### config.mk
export PLATFORM = sky130hd
export DESIGN_NAME = fir_tap_sequencer
export DESIGN_NICKNAME = d
export VERILOG_FILES = /design/src/rtl/fir_pkg.sv /design/src/rtl/fir_delay_line.sv /design/src/rtl/fir_tap_sequencer.sv
export SDC_FILE = /design/constraint.sdc
export NUM_CORES = 2
export LEC_CHECK = 0
export BUFFER_PORTS_ARGS = -buffer_cell sky130_fd_sc_hd__clkbuf_2
export CORE_ASPECT_RATIO = 0.8
export CORE_MARGIN = 10
export CORE_UTILIZATION = 30
export CTS_CLUSTER_SIZE = 8
export DETAILED_ROUTE_END_ITERATION = 16
export PLACE_DENSITY = 0.44
export SETUP_SLACK_MARGIN = 0.4
export SYNTH_ARGS = -nofsm -noshare
export SYNTH_HDL_FRONTEND = slang
export SYNTH_SLANG_ARGS = --single-unit
### constraint.sdc
create_clock -name clock -period 4.5 [get_ports clock]
set_input_delay 0.675 -clock clock [delete_from_list [all_inputs] [get_ports clock]]
set_output_delay 0.675 -clock clock [all_outputs]
set_load 0.01 [all_outputs]
### src/rtl/fir_pkg.sv
// Shared widths and the sequencer state encoding for the FIR tap sequencer.
package fir_pkg;

  localparam int SAMP_W      = 18;
  localparam int COEF_W      = 36;
  localparam int ACC_W       = 68;
  localparam int MAC_LAT_DEF = 4;

  typedef enum logic [2:0] {
    INIT,
    IDLE,
    CLEAR,
    RUN,
    DRAIN,
    OUTPUT
  } state_t;

endpackage

### src/rtl/fir_delay_line.sv
// Circular sample store: one write port, one registered read port that returns
// zero whenever no read is issued, plus a zeroing write used while initialising.
module fir_delay_line
  import fir_pkg::*;
#(
  parameter  int NTAPS = 64,
  localparam int AW    = $clog2(NTAPS)
) (
  input  logic              clock,
  input  logic              reset,
  input  logic              wr_en,
  input  logic              init_clr,
  input  logic [AW-1:0]     wr_addr,
  input  logic [SAMP_W-1:0] wr_data,
  input  logic              rd_en,
  input  logic [AW-1:0]     rd_addr,
  output logic [SAMP_W-1:0] rd_data
);

  logic signed [SAMP_W-1:0] mem_q [NTAPS];
  logic signed [SAMP_W-1:0] mem_d [NTAPS];
  logic signed [SAMP_W-1:0] rd_data_q;
  logic signed [SAMP_W-1:0] rd_data_d;

  always_comb begin
    mem_d = mem_q;
    if (wr_en) begin
      mem_d[wr_addr] = init_clr ? '0 : wr_data;
    end
    rd_data_d = rd_en ? mem_q[rd_addr] : '0;
  end

  always_ff @(posedge clock) begin
    mem_q <= mem_d;
  end

  // Read register doubles as the MAC sample operand, so it must reset to zero.
  always_ff @(posedge clock) begin
    if (reset) begin
      rd_data_q <= '0;
    end else begin
      rd_data_q <= rd_data_d;
    end
  end

  assign rd_data = rd_data_q;

endmodule

### src/rtl/fir_tap_sequencer.sv
// Feeds NTAPS (sample, coefficient) pairs per accepted sample into the external
// MAC, drains its pipeline and holds the full-precision result on a valid/ready port.
module fir_tap_sequencer
  import fir_pkg::*;
#(
  parameter  int NTAPS   = 64,
  parameter  int MAC_LAT = MAC_LAT_DEF,
  localparam int AW      = $clog2(NTAPS)
) (
  input  logic              clock,
  input  logic              reset,
  input  logic              in_valid,
  output logic              in_ready,
  input  logic [SAMP_W-1:0] in_data,
  input  logic              coef_we,
  input  logic [AW-1:0]     coef_addr,
  input  logic [COEF_W-1:0] coef_data,
  output logic              mac_clear,
  output logic [SAMP_W-1:0] mac_a,
  output logic [COEF_W-1:0] mac_b,
  input  logic [ACC_W-1:0]  mac_out,
  output logic              out_valid,
  input  logic              out_ready,
  output logic [ACC_W-1:0]  out_data
);

  localparam int             DW         = $clog2(MAC_LAT) + 1;
  localparam logic [AW-1:0]  TAP_LAST   = AW'(NTAPS - 1);
  localparam logic [DW-1:0]  DRAIN_LAST = DW'(MAC_LAT - 1);

  state_t                   state_q, state_d;
  logic [AW-1:0]            wr_ptr_q, wr_ptr_d;
  logic [AW-1:0]            base_q, base_d;
  logic [AW-1:0]            tap_q, tap_d;
  logic [AW-1:0]            tap_nxt;
  logic [DW-1:0]            drain_q, drain_d;
  logic signed [COEF_W-1:0] mac_b_q, mac_b_d;
  logic                     out_valid_q, out_valid_d;
  logic signed [ACC_W-1:0]  out_data_q, out_data_d;
  logic signed [COEF_W-1:0] coef_q [NTAPS];
  logic signed [COEF_W-1:0] coef_d [NTAPS];

  logic                     dl_we;
  logic                     dl_clr;
  logic [AW-1:0]            dl_waddr;
  logic                     dl_rd_en;
  logic [AW-1:0]            dl_raddr;
  logic                     in_ready_c;
  logic                     mac_clear_c;

  assign tap_nxt = tap_q + 1'b1;

  always_comb begin
    coef_d = coef_q;
    if (coef_we) begin
      coef_d[coef_addr] = coef_data;
    end
  end

  // The MAC accumulates every cycle, so every operand path defaults to zero
  // and only the reads issued from CLEAR/RUN produce non-zero pairs.
  always_comb begin
    state_d     = state_q;
    wr_ptr_d    = wr_ptr_q;
    base_d      = base_q;
    tap_d       = tap_q;
    drain_d     = drain_q;
    mac_b_d     = '0;
    out_valid_d = out_valid_q;
    out_data_d  = out_data_q;
    dl_we       = 1'b0;
    dl_clr      = 1'b0;
    dl_waddr    = wr_ptr_q;
    dl_rd_en    = 1'b0;
    dl_raddr    = base_q;
    in_ready_c  = 1'b0;
    mac_clear_c = 1'b0;

    unique case (state_q)
      INIT: begin
        mac_clear_c = 1'b1;
        dl_we       = 1'b1;
        dl_clr      = 1'b1;
        dl_waddr    = tap_q;
        tap_d       = tap_nxt;
        if (tap_q == TAP_LAST) begin
          tap_d   = '0;
          state_d = IDLE;
        end
      end
      IDLE: begin
        in_ready_c = 1'b1;
        if (in_valid) begin
          dl_we    = 1'b1;
          base_d   = wr_ptr_q;
          wr_ptr_d = wr_ptr_q + 1'b1;
          state_d  = CLEAR;
        end
      end
      CLEAR: begin
        mac_clear_c = 1'b1;
        dl_rd_en    = 1'b1;
        dl_raddr    = base_q;
        mac_b_d     = coef_q[0];
        tap_d       = '0;
        state_d     = RUN;
      end
      RUN: begin
        // tap_q is the tap on the operand registers now; fetch the next one.
        if (tap_q != TAP_LAST) begin
          dl_rd_en = 1'b1;
          dl_raddr = base_q - tap_nxt;
          mac_b_d  = coef_q[tap_nxt];
          tap_d    = tap_nxt;
        end else begin
          tap_d   = '0;
          drain_d = '0;
          state_d = DRAIN;
        end
      end
      DRAIN: begin
        drain_d = drain_q + 1'b1;
        if (drain_q == DRAIN_LAST) begin
          out_data_d  = mac_out;
          out_valid_d = 1'b1;
          state_d     = OUTPUT;
        end
      end
      OUTPUT: begin
        if (out_ready) begin
          out_valid_d = 1'b0;
          state_d     = IDLE;
        end
      end
      default: begin
        state_d = INIT;
      end
    endcase
  end

  always_ff @(posedge clock) begin
    if (reset) begin
      state_q     <= INIT;
      wr_ptr_q    <= '0;
      base_q      <= '0;
      tap_q       <= '0;
      drain_q     <= '0;
      mac_b_q     <= '0;
      out_valid_q <= 1'b0;
      out_data_q  <= '0;
    end else begin
      state_q     <= state_d;
      wr_ptr_q    <= wr_ptr_d;
      base_q      <= base_d;
      tap_q       <= tap_d;
      drain_q     <= drain_d;
      mac_b_q     <= mac_b_d;
      out_valid_q <= out_valid_d;
      out_data_q  <= out_data_d;
    end
  end

  always_ff @(posedge clock) begin
    coef_q <= coef_d;
  end

  fir_delay_line #(
    .NTAPS(NTAPS)
  ) u_delay (
    .clock   (clock),
    .reset   (reset),
    .wr_en   (dl_we),
    .init_clr(dl_clr),
    .wr_addr (dl_waddr),
    .wr_data (in_data),
    .rd_en   (dl_rd_en),
    .rd_addr (dl_raddr),
    .rd_data (mac_a)
  );

  assign in_ready  = in_ready_c;
  assign mac_clear = mac_clear_c;
  assign mac_b     = mac_b_q;
  assign out_valid = out_valid_q;
  assign out_data  = out_data_q;

endmodule

==> results.cfg <==
[logic_synthesis]
syn-num-nets = 7209
ys_seq_elements = 3603
syn-cell-area_um2 = 139000
synth_cell_types = 75
yosysWarnings = 0
synthMuxAreaShare = 0.137
synthArstFlopShare = 0
synth_simple_gate_area_share = 0.0441
synth-edff-count = 3456
synth_compound_area_frac = 0.0337
synth_xor_area_frac = 0.000821
syn_inst = 7066
synth_adder_area_share = 0.000956
synth_ff_type = edfxtp_1
avgSynthCellArea_um2 = 19.6
yosysSeqAreaShare = 0.769
synth_top_family_by_area = multiplexers

[critical_path]
critPathCaptureType = flop
worst-endpoint-arrival_ns = 5.01
r2r_slack_ns = 0.38
worstReg2RegStart = tap_q[1]
worst-path-max-fanout = 14
worst_setup_path_start_kind = flop
r2r_cells = 14
cp.required_ns = 5.39
path_class = flop to flop
worst_r2r_endpoint = u_delay.rd_data[14]

[placed_design]
place_hpwl_mm = 256
dp_worst_setup_slack_ns = -0.415
port_buffers = 257
gp_congestion = 0.827

[power_and_ir_drop]
internal-power_w = 0.0604
p_leak_nw = 54.1
pwr-share-seq = 0.478
vdd_ir_drop_max_uv = 402
power_frac_clock = 0.471
powerDensity_nw_per_um2 = 462
p_sw_frac = 0.218
p_switching_w = 0.0168
combPwrFrac = 0.051

[finish]
synthToLayoutAreaGrowth_pct = 20.5
drive_gt1_frac = 0.268
final_util = 0.363
final_nets = 8040

[clock_tree]
cts.sinks = 3603
clock_path_buffers = 4
clockRootBuffer = clkbuf_16
cts_tree = yes
cts-buffers-inserted = 522
clkLatencyLatePin_ns = 1.05
htree_num_levels = 6
clkTransAtPathRegs_ns = 0.06

[timing]
period_minus_slack_ns = 4.12
slew_headroom = 0.107
setup_violations = 0
hold_violations = 0
layout_setup_ws_ns = 0.382
maxSlewViolCount = 0
worst_pin_slew_ns = 1.34
fin_worst_skew_ns = 0.0593
max_freq_ghz = 0.243
post-route-period-util = 0.915
grt_setup_unrepaired = yes

[floorplan]
dieArea_um2 = 490000
die_h_um = 628
fp-row-count = 223
start_util = 0.301
core_um2 = 461000
pin_count = 258
die_w_um = 780

[route]
drt_iter0_markers = 8878
vias_per_cell = 5.23
ant_nets = 0
wl_per_cell_um = 32.1
routed_wl_mm = 461
via_count = 75100
drc = 0
firstDrtPassIters = 5

[global_route]
grt_pass1_vias = 74800
grtUsageTotal = 0.181
grt_max_degree = 119
grt_overflow = 0
grt_pass1_wl_mm = 632
antenna_found_initial = 57

[outcome]
status = complete, no violations

[min_path]
holdPathEnd = out_data[36]
min_from = mac_out[36]
worstHoldPathCells = 3
holdCritPathClass = input pin to flop

[job]
maxCapViolations = 0
[cell families after synthesis]
family / Yosys count
muxes: 952
adders and majority gates: 10
AOI/OAI and AO/OA: 646
xor gates and xnor gates: 13
buffers and inverters: 430
DFF: 3603
and+or+nand+nor: 1412
[flip-flops by register name, indices dropped and copies added (netlist names)]
signal	count
coef_q	2304
u_delay.mem_q	1152
out_data	68
mac_b	36
u_delay.rd_data	18
base_q	6
tap_q	6
wr_ptr_q	6
drain_q	3
state_q	3
out_valid	1
[critical path, stage by stage (launching register included)]
cell	delay, ns
dfxtp_1	0.48
ha_4	0.23
xor2_4	0.18
inv_2	0.06
ha_1	0.36
a21oi_1	0.23
nand2_1	0.15
xor2_2	0.29
o31a_1	0.26
buf_4	0.27
a221o_1	0.48
o32ai_4	0.30
nor4_1	0.39
buf_4	0.20
o211ai_1	0.08
[how the worst max path moves through the flow]
stage / from / slack (ns) / to
2_1_floorplan: coef_we / 0.40 / coef_q[1260]
3_3_place_gp: tap_q[1] / -0.44 / u_delay.rd_data[14]
3_5_place_dp: tap_q[1] / -0.42 / u_delay.rd_data[14]
4_1_cts: tap_q[1] / 0.22 / u_delay.rd_data[14]
5_1_grt: tap_q[1] / 0.22 / u_delay.rd_data[14]
6_report: tap_q[1] / 0.38 / u_delay.rd_data[14]
[power by group through the flow]
stage | Combinational [W] | Clock (W) | Sequential [W]
2_1_floorplan | 0.00239 | 0 | 0.0375
3_3_place_gp | 0.00384 | 0 | 0.0375
3_5_place_dp | 0.00385 | 0 | 0.0375
4_1_cts | 0.00395 | 0.0373 | 0.0369
5_1_grt | 0.00413 | 0.0386 | 0.0369
6_report | 0.00390 | 0.0364 | 0.0369
[cells in the final DEF, fill, tap and decap left out, types with 75 or more instances in the layout]
cell / n
and3_1: 165
buf_4: 267
dfxtp_1: 146
mux4_2: 755
mux2i_1: 179
buf_12: 114
nand2_1: 855
nor2_1: 106
a21oi_1: 187
a22oi_1: 75
a211oi_1: 97
clkbuf_1: 203
clkbuf_16: 537
nand3_1: 96
edfxtp_1: 3456
clkbuf_2: 256
[routing by layer]
layer  track usage  up-vias  part of all wire
met5             0        -           0.00025
met4        0.0442       18             0.024
met3        0.0344      649             0.072
met2         0.267     3197              0.44
met1         0.274    40700              0.47
li1              -    30500                 -
[timing repair]
item | in CTS | in global routing
gates cloned | 4 | 4
setup endpoints to repair | 22 | 26
pin swaps | 0 | 5
endpoints found under the hold margin | 70 | 0
gates resized for setup | 20 | 25
buffers inserted | 2 | 17
hold buffers | 69 | 0
[synthesized netlist by cell type (79+ instances only)]
cell      count  share of area
a211oi_1     98         0.0053
mux4_2      755           0.12
mux2i_1     179          0.013
and3_1      167         0.0075
a21oi_1     190         0.0069
nand3_1      96         0.0035
nor2_1      193         0.0052
edfxtp_1   3456           0.75
a22oi_1      79         0.0043
buf_2       183         0.0066
dfxtp_1     147          0.021
clkbuf_1    175         0.0047
nand2_1     856          0.023
[cell type report]
cell class	instances	area [um^2]
Inverter	12	45.0
Tap cell	6187	7740
Sequential cell	3603	107000
Fill cell	42700	294000
Clock buffer	740	14200
Timing Repair Buffer	722	6620
Antenna cell	5	12.5
Multi-Input combinational cell	3036	31100
Clock inverter	49	753
[stage by stage]
| step | setup TNS, ns | std cells | instance area, um^2 | power [W] | hold WS (ns) |
|---|---|---|---|---|---|
| after floorplan | 0 | 7066 | 139000 | 0.0399 | 0.445 |
| after global placement | -0.477 | 13500 | 151000 | 0.0414 | 0.441 |
| after detailed placement | -0.490 | 13500 | 151000 | 0.0414 | 0.449 |
| after CTS | 0 | 14300 | 167000 | 0.0781 | 0.0661 |
| after global routing | 0 | 14400 | 167000 | 0.0796 | 0.101 |
| final | 0 | 14400 | 167000 | 0.0772 | 0.148 |
No activity file was read; power rests on OpenSTA's default activity.
